## src/rtl/connect_four_pkg.sv

```systemverilog
`default_nettype none
// ============================================================================
// Module      : connect_four_pkg
// Description : Shared types and helpers for the connect-four move sequencer.
//               light_t      - per-cell light code driven to the light array
//               drop_state_t - state of the drop sequencer
//               cell_index   - flattens (row, col) into a linear cell number
// Revision    : 1.0 - initial release
// ============================================================================
package connect_four_pkg;

    typedef enum logic [1:0] {
        LIGHT_OFF = 2'b00,
        RED_ON    = 2'b01,
        GREEN_ON  = 2'b10
    } light_t;

    typedef enum logic [1:0] {
        ST_IDLE   = 2'd0,
        ST_FALL   = 2'd1,
        ST_COMMIT = 2'd2,
        ST_FULL   = 2'd3
    } drop_state_t;

    // Row 0 is the top row; cells are laid out row-major.
    function automatic int unsigned cell_index(input int unsigned row,
                                               input int unsigned col,
                                               input int unsigned cols);
        return row * cols + col;
    endfunction

endpackage
`default_nettype wire

```

## src/rtl/drop_timer.sv

```systemverilog
`default_nettype none
// ============================================================================
// Module      : drop_timer
// Description : Per-row dwell counter for the falling token. Counts
//               0..DROP_TICKS-1 while enabled and pulses row_done on the last
//               tick, then wraps so the next row starts from zero.
// Ports       : clock    - system clock, rising edge
//               reset    - asynchronous active-low reset
//               start    - restart the count at tick 0 (new drop accepted)
//               enable   - count while high (token is falling)
//               row_done - high during the final tick of the current row
// Revision    : 1.0 - initial release
// ============================================================================
module drop_timer
    import connect_four_pkg::*;
#(
    parameter int DROP_TICKS = 4
) (
    input  logic clock,
    input  logic reset,
    input  logic start,
    input  logic enable,
    output logic row_done
);

    localparam int c_TICK_W = (DROP_TICKS > 1) ? $clog2(DROP_TICKS) : 1;
    localparam logic [c_TICK_W-1:0] c_LAST_TICK = c_TICK_W'(DROP_TICKS - 1);

    logic [c_TICK_W-1:0] r_tick;

    assign row_done = enable && (r_tick == c_LAST_TICK);

    always_ff @(posedge clock or negedge reset) begin
        if (!reset) begin
            r_tick <= '0;
        end else if (start || row_done) begin
            r_tick <= '0;
        end else if (enable) begin
            r_tick <= r_tick + 1'b1;
        end
    end

endmodule
`default_nettype wire

```

## src/rtl/drop_turn_controller.sv

```systemverilog
`default_nettype none
// ============================================================================
// Module      : drop_turn_controller
// Description : Sequences each connect-four move. Accepts a column pick,
//               animates the token falling row by row, commits it to the
//               lowest free cell and hands the turn to the other player.
// Ports       : clock       - system clock, rising edge
//               reset       - asynchronous active-low reset
//               drop_req    - 1-cycle request to drop into col_sel
//               col_sel     - requested column, sampled with drop_req
//               board       - cell codes, cell (r,c) at [2*(r*COLS+c)+:2]
//               player      - player to move (10 green, 01 red)
//               busy        - high while a drop is falling or committing
//               drop_ack    - 1-cycle pulse when the token is committed
//               drop_reject - 1-cycle pulse when a request is refused
//               board_full  - high once every cell is occupied
// Revision    : 1.0 - initial release
// ============================================================================
module drop_turn_controller
    import connect_four_pkg::*;
#(
    parameter int ROWS       = 6,
    parameter int COLS       = 7,
    parameter int DROP_TICKS = 4
) (
    input  logic                     clock,
    input  logic                     reset,
    input  logic                     drop_req,
    input  logic [$clog2(COLS)-1:0]  col_sel,
    output logic [ROWS*COLS*2-1:0]   board,
    output logic [1:0]               player,
    output logic                     busy,
    output logic                     drop_ack,
    output logic                     drop_reject,
    output logic                     board_full
);

    localparam int c_CELLS = ROWS * COLS;
    localparam int c_ROW_W = (ROWS > 1) ? $clog2(ROWS) : 1;
    localparam int c_COL_W = $clog2(COLS);
    localparam int c_IDX_W = $clog2(c_CELLS);
    localparam int c_CNT_W = $clog2(c_CELLS + 1);

    localparam logic [c_ROW_W-1:0] c_LAST_ROW  = c_ROW_W'(ROWS - 1);
    localparam logic [c_CNT_W-1:0] c_CELLS_M1  = c_CNT_W'(c_CELLS - 1);

    drop_state_t          r_state;
    drop_state_t          w_state_nxt;
    logic [c_ROW_W-1:0]   r_row;
    logic [c_COL_W-1:0]   r_col;
    light_t               r_player;
    logic [c_CNT_W-1:0]   r_count;
    logic                 r_reject;
    logic                 w_reject_nxt;
    logic                 w_start;
    logic                 w_fall;
    logic                 w_commit;
    logic                 w_row_done;
    logic                 w_at_bottom;
    logic                 w_landed;
    logic                 w_col_ok;
    logic                 w_col_open;
    logic                 w_last_cell;
    logic [c_IDX_W-1:0]   w_top_idx;
    logic [c_IDX_W-1:0]   w_cur_idx;
    logic [c_IDX_W-1:0]   w_below_idx;
    light_t               w_cells [c_CELLS];

    assign w_fall   = (r_state == ST_FALL);
    assign w_commit = (r_state == ST_COMMIT);

    // ------------------------------------------------------------------
    // Occupancy lookups
    // ------------------------------------------------------------------
    assign w_col_ok   = (32'(col_sel) < COLS);
    assign w_top_idx  = w_col_ok ? c_IDX_W'(cell_index(0, 32'(col_sel), COLS)) : '0;
    // A column is playable as long as its top cell is still empty.
    assign w_col_open = w_col_ok && (w_cells[w_top_idx] == LIGHT_OFF);

    assign w_cur_idx   = c_IDX_W'(cell_index(32'(r_row), 32'(r_col), COLS));
    assign w_at_bottom = (r_row == c_LAST_ROW);
    // On the bottom row there is no cell below; point at the current cell so
    // the lookup never leaves the array.
    assign w_below_idx = w_at_bottom ? w_cur_idx
                                     : c_IDX_W'(cell_index(32'(r_row) + 1, 32'(r_col), COLS));
    assign w_landed    = w_at_bottom || (w_cells[w_below_idx] != LIGHT_OFF);
    assign w_last_cell = (r_count == c_CELLS_M1);

    // ------------------------------------------------------------------
    // Row dwell timer
    // ------------------------------------------------------------------
    drop_timer #(
        .DROP_TICKS (DROP_TICKS)
    ) u_drop_timer (
        .clock    (clock),
        .reset    (reset),
        .start    (w_start),
        .enable   (w_fall),
        .row_done (w_row_done)
    );

    // ------------------------------------------------------------------
    // Next-state logic
    // ------------------------------------------------------------------
    always_comb begin
        w_state_nxt  = r_state;
        w_start      = 1'b0;
        w_reject_nxt = 1'b0;
        case (r_state)
            ST_IDLE: begin
                if (drop_req) begin
                    if (w_col_open) begin
                        w_state_nxt = ST_FALL;
                        w_start     = 1'b1;
                    end else begin
                        w_reject_nxt = 1'b1;
                    end
                end
            end
            ST_FALL: begin
                if (w_row_done && w_landed) begin
                    w_state_nxt = ST_COMMIT;
                end
            end
            ST_COMMIT: begin
                // r_count still excludes the token being written this cycle.
                w_state_nxt = w_last_cell ? ST_FULL : ST_IDLE;
            end
            ST_FULL: begin
                if (drop_req) begin
                    w_reject_nxt = 1'b1;
                end
            end
            default: begin
                w_state_nxt = ST_IDLE;
            end
        endcase
    end

    // ------------------------------------------------------------------
    // Sequencer registers
    // ------------------------------------------------------------------
    always_ff @(posedge clock or negedge reset) begin
        if (!reset) begin
            r_state  <= ST_IDLE;
            r_row    <= '0;
            r_col    <= '0;
            r_player <= GREEN_ON;
            r_count  <= '0;
            r_reject <= 1'b0;
        end else begin
            r_state  <= w_state_nxt;
            r_reject <= w_reject_nxt;
            if (w_start) begin
                r_row <= '0;
                r_col <= col_sel;
            end else if (w_fall && w_row_done && !w_landed) begin
                r_row <= r_row + 1'b1;
            end
            if (w_commit) begin
                r_player <= (r_player == GREEN_ON) ? RED_ON : GREEN_ON;
                r_count  <= r_count + 1'b1;
            end
        end
    end

    // ------------------------------------------------------------------
    // Cell storage and board overlay
    // ------------------------------------------------------------------
    generate
        for (genvar i = 0; i < c_CELLS; i++) begin : g_cell
            light_t r_cell;

            always_ff @(posedge clock or negedge reset) begin
                if (!reset) begin
                    r_cell <= LIGHT_OFF;
                end else if (w_commit && (w_cur_idx == c_IDX_W'(i))) begin
                    r_cell <= r_player;
                end
            end

            assign w_cells[i] = r_cell;
            // The moving token is shown on top of the (empty) cell it occupies.
            assign board[2*i +: 2] = (busy && (w_cur_idx == c_IDX_W'(i))) ? r_player : r_cell;
        end
    endgenerate

    // ------------------------------------------------------------------
    // Outputs
    // ------------------------------------------------------------------
    assign player      = r_player;
    assign busy        = w_fall || w_commit;
    assign drop_ack    = w_commit;
    assign drop_reject = r_reject;
    assign board_full  = (r_state == ST_FULL);

endmodule
`default_nettype wire
```

## config.mk

```make
export PLATFORM = sky130hd
export DESIGN_NAME = drop_turn_controller
export DESIGN_NICKNAME = d
export VERILOG_FILES = /design/src/rtl/connect_four_pkg.sv /design/src/rtl/drop_timer.sv /design/src/rtl/drop_turn_controller.sv
export SDC_FILE = /design/constraint.sdc
export NUM_CORES = 1
export LEC_CHECK = 0
export BUFFER_PORTS_ARGS = -buffer_cell sky130_fd_sc_hd__buf_2
export CORE_UTILIZATION = 42
export DETAILED_ROUTE_END_ITERATION = 10
export GPL_TIMING_DRIVEN = 0
export HOLD_SLACK_MARGIN = 0.03
export PLACE_DENSITY = 0.59
export SYNTH_ARGS = -nofsm -noshare
export SYNTH_HDL_FRONTEND = slang
export SYNTH_HIERARCHICAL = 1
export SYNTH_SLANG_ARGS = --single-unit
export TNS_END_PERCENT = 1
```

## constraint.sdc

```tcl
create_clock -name clock -period 5 [get_ports clock]
set_input_delay 0.25 -clock clock [delete_from_list [all_inputs] [get_ports clock]]
set_output_delay 0.25 -clock clock [all_outputs]
set_load 0.05 [all_outputs]
```

# Yosys cells after proc, flatten, opt, wreduce, memory -nomap -nowiden
# Cells that the tools add are included.
# word_totals
out_inout_bits	90
regBits	103
input_bits	6
# op_classes
multipliers	2
eq_ne	51
magnitude_cmp	3
addsub	6
n_bitwise	2
n_reduce_logical	101
n_mux	67
# ops
cell	n
2-bit 2-to-1 mux	53
6-bit by 5-bit == test with 1-bit output (second input constant)	16
1-bit logical AND	89
6-bit == test (second input constant)	11
6-bit by 4-bit == test with 1-bit output (second input constant)	8
2-bit binary-select mux with 6-bit select	2
6-bit by 3-bit == test with 1-bit output (second input constant)	4
7-bit >= comparator (second input constant)	2
6-bit by 3-bit adder with 6-bit output	2
6-bit by 2-bit == test with 1-bit output (second input constant)	2
3-bit 2-to-1 mux	3
2-bit == test (second input constant)	4
3-bit inverter with 7-bit output	1
6-bit inverter with 7-bit output	1
6-bit by 1-bit adder with 6-bit output (second input constant)	1
6-bit by 1-bit == test with 1-bit output (second input constant)	1
6-bit logical NOT	1
3-bit by 3-bit multiplier with 6-bit output (second input constant)	1
4-bit by 3-bit multiplier with 6-bit output (second input constant)	1
1-bit 2-to-1 mux	6
6-bit 2-to-1 mux	1
2-bit inequality test (second input constant)	3
2-bit case mux with 3 select lines	1
2-bit nonzero test	3
12 further kinds	15

# Logic depth before layout (Yosys ltp)
# logic_depth
word_depth	14
depth_mapped	16

# Hierarchy
# Netlist, hierarchy kept.
# modules_own_cells
module	cells_each	seq_area_each_um2	area_each_um2	n_inst
drop_turn_controller	659	2528.7	6787.8	1
drop_timer	10	50.0	110.1	1

# Worst setup path before layout
# No wires, ideal clock.
# synth_timing
kind	reg-to-reg
startpoint	register r_row[0]
endpoint	register r_state[0]
arrival_ns	4.358
stages_incl_launch_ff	17
t_required_ns	4.875
path_buffers	1
setup_ns	0.125
setup_slack_ns	0.517
cell_sequence	dfrtp_1 inv_1 ha_1 xor2_1 xnor2_1 fa_1 inv_1 fa_1 xor2_1 mux2_1 clkbuf_1 a2111oi_0 nor4_1 or3_1 a41o_1 a21o_1 mux2_4
# synth_between
elab_chain_len	13
# synth_lines
element	line	text
start, declared	drop_turn_controller.sv:49	logic [c_ROW_W-1:0] r_row;
start signal, assigned	drop_turn_controller.sv:158	r_row <= r_row + 1'b1;
3-bit by 1-bit adder with 4-bit output	drop_turn_controller.sv:85	: c_IDX_W'(cell_index(32'(r_row) + 1, 32'(r_col), COLS));
4-bit by 3-bit multiplier with 6-bit output	connect_four_pkg.sv:29	return row * cols + col;
6-bit by 3-bit adder with 6-bit output	connect_four_pkg.sv:29	
6-bit 2-to-1 mux	drop_turn_controller.sv:84	assign w_below_idx = w_at_bottom ? w_cur_idx
6-bit inverter with 7-bit output (implied by the code)	drop_turn_controller.sv:86	assign w_landed = w_at_bottom || (w_cells[w_below_idx] != LIGHT_OFF);
2-bit binary-select mux with 6-bit select	drop_turn_controller.sv:86	
2-bit 2-to-1 mux (implied by the code) (2 in a row)	drop_turn_controller.sv:86	
2-bit nonzero test	drop_turn_controller.sv:86	
1-bit logical OR *	drop_turn_controller.sv:86	
1-bit logical AND *	drop_turn_controller.sv:121	if (w_row_done && w_landed) begin
2-bit inequality test (no source line) *	-	
4-bit AND reduction (no source line) *	-	
end signal, assigned	drop_turn_controller.sv:152	r_state <= w_state_nxt;
end, declared	drop_turn_controller.sv:47	drop_state_t r_state;
# Mark *: on every way between the ends. The rest lies on a longest branch, timed or not. The select of a mux whose other input is x is not followed.
# A chain may end at the register's enable or synchronous reset.

# Worst setup path in the final report
# layout_timing
startpoint	register r_row[0]
endpoint	register r_state[1]
# Same word-level chain as after synthesis.

==> results.yml <==
timing:
  fin_worst_skew_ns: 0.00445
  holdWs_ns: -0.0136
  slew_viol_final: 0
  fmaxAchievable_mhz: 198
  worst_pin_slew_ns: 1.18
  relSlewSlack: 0.215
  final_hold_viol_count: 24
  fin_crit_sh: 1.01
  setup_violations: 2
  fin_crit_ns: 5.05
  rsz0062_at_grt: "true"
  setup_slack_ns: -0.0484
place:
  gp_congestion: 0.881
  dp_cells: 980
  place_hpwl_um: 16000
  io_buffers: 94
clock_network:
  root_buffer: "clkbuf_16"
  cts_tree: "done"
  insertion_delay_ns: 0.36
  numCtsBuffers: 9
  clk_pin_slew_ns: 0.07
  cts.htree.levels: 3
  numClockSinks: 103
  postCtsHoldBufs: 0
  clk_path_buf_depth: 2
yosys:
  ys.flop_type: "dfrtp_1"
  synthArstFlopShare: 1.00
  ys_ff_latch: 103
  synth.avg_cell_area_um2: 10.3
  synth_top_family_by_area: "multiplexers"
  synth_cell_types: 56
  yosys.area_share.simple: 0.146
  synth_compound_area_frac: 0.0671
  ys_warn_count: 6
  synth_fa_ha_area_frac: 0.0729
  synth.area.top_cells: "dfrtp_1 37%, mux2_2 27%, ha_1 5.3%, nand2_1 5.2%, nor2_1 2.6%"
  synth_xor_area_frac: 0.0203
  synth_top_area_share: 0.370
  synth_edf_count: 0
  netlist_instances: 669
  synthMuxAreaShare: 0.282
  synthesis.area_um2: 6900
  synthesis.nets: 711
  synth_area_leader_cell: "dfrtp_1"
  ys_seq_area_frac: 0.374
route:
  drt_iter0_drc: 417
  vias: 5797
  ant_nets: 0
  via_per_inst: 5.79
  wire_per_inst_um: 21.6
  first_pass_iters: 5
  drc_errors: 0
  drt_wl_total_um: 21600
layout:
  syn_to_final_growth_pct: 18.0
  fillers: 1482
  register_area_um2: 2580
  layout-drive-gt1-share: 0.404
  stdcell_count: 1001
  layout_common_cells: "166 x mux2_2, 101 x dfrtp_1, 96 x nand2_1"
  antennaDiodeCount: 0
  fin_util: 0.511
  nNetsFinal: 822
  mostFrequentLayoutCell: "mux2_2"
  multi_input_area_um2: 4190
grt:
  gr-total-overflow: 0
  grt_pass1_wl_um: 32700
  grt_antenna_before_repair: 0
  grt.total_usage: 0.264
  grt_start_max_net_pins: 63
  grt_pass1_vias: 5781
worst_setup_path:
  required_ns: 5.25
  crit_path_end_kind: "flip-flop"
  criticalPathCategory: "reg2reg"
  startpoint_type: "flip-flop"
  arrival_ns: 5.29
  path_max_fanout: 10
job:
  maxCapViolations: 0
run_status:
  violations: "hold timing, setup timing"
  status: "complete, but fails checks"
min_path:
  hold_class: "in2async"
floorplan:
  dieArea_um2: 16900
  die_h_um: 130
  fp.dieW_um: 130
  core_um2: 15900
  ios: 96
  num_rows: 46
  initial_core_util: 0.433
==> state kept, by name, summed over array words and instances, names as in the netlist <==
register	cells
u_drop_timer/r_tick	2
r_col	3
g_cell.r_cell	84
r_row	3
drop_reject	1
r_state	2
r_count	6
player	2
==> critical path, stage by stage (launching register included) <==
cell and delay (ns):
dfrtp_2 0.43, inv_1 0.13, ha_1 0.41, xor2_2 0.22, xnor2_1 0.15, fa_1 0.55
inv_1 0.07, fa_1 0.46, xor2_1 0.19, mux2_1 0.39, clkbuf_4 0.26, a2111oi_1 0.57
or4_1 0.20, nand3_1 0.11, a41o_1 0.28, a21o_1 0.20, mux2_4 0.30
==> metrics by stage <==
| step | hold WS (ns) | worst slack [ns] | setup TNS, ns | area, um^2 |
|---|---|---|---|---|
| global placement | 0.457 | -0.422 | -2.12 | 7640 |
| CTS | 0.0345 | -0.0642 | -0.917 | 8030 |
| floorplan | -0.0456 | 0.517 | 0 | 6900 |
| finish | -0.0136 | -0.0484 | -0.0961 | 8140 |
| detailed placement | 0.416 | -0.470 | -4.68 | 7660 |
| global route | 0.0644 | -0.108 | -1.21 | 8140 |
==> logic make-up after synthesis <==
logic type	Yosys count
xor+xnor	16
mux	171
buf+inv	62
flops	103
compound gates	64
fa+ha+maj	36
simple gates	217
==> final timing paths <==
path                            start              endpoint  slack (ns)  depth (start not counted)
min reg2reg                r_count[5]            r_count[5]        0.47                          1
max in group asynchronous       reset  g_cell[19].r_cell[0]        4.28                          2
min                             reset            r_count[0]       -0.01                          1
min in group clock         col_sel[2]              r_col[2]        0.14                          3
max                          r_row[0]            r_state[1]       -0.05                         16
max reg2reg                  r_row[0]            r_state[1]       -0.05                         16
==> synthesized netlist by cell type (all sizes together) (3+ instances only) <==
cell       n
and2       4
nand3      4
or4        4
inv       27
ha        29
nand2b     5
nand4      5
a211oi     3
xnor2      8
or3        3
a21oi     11
and3       3
or2        4
o21ai     15
clkbuf    29
xor2       8
dfrtp    102
nor2b      3
a21o       5
mux2     169
nor2      47
fa         7
nor4      24
nor3       7
a2111oi   16
buf        6
nand2     97
==> what timing repair did <==
| action | in CTS | in global routing |
|---|---|---|
| buffers inserted | 0 | 5 |
| gates resized for setup | 21 | 14 |
| pin swaps | 0 | 1 |
| hold endpoints to repair | 0 | 0 |
| setup endpoints to repair | 62 | 70 |
==> area by class of cell <==
| type | count | area share |
|---|---|---|
| Multi-Input combinational cell | 504 | 0.514 |
| Sequential cell | 103 | 0.317 |
| Timing Repair Buffer | 100 | 0.0652 |
| Tap cell | 216 | 0.0332 |
| Clock buffer | 13 | 0.0320 |
| Buffer | 35 | 0.0207 |
| Inverter | 27 | 0.0124 |
| Clock inverter | 3 | 0.00538 |
==> metal layers <==
layer,global-route usage,vias to the layer above,share of wire
li1,-,2612,-
met1,0.358,2919,0.44
met2,0.411,232,0.47
met3,0.0463,34,0.068
met4,0.119,0,0.024
met5,0,-,0
Power is not shown: default switching activity piles up to over one toggle a cycle in this logic, so the estimate is an artifact.
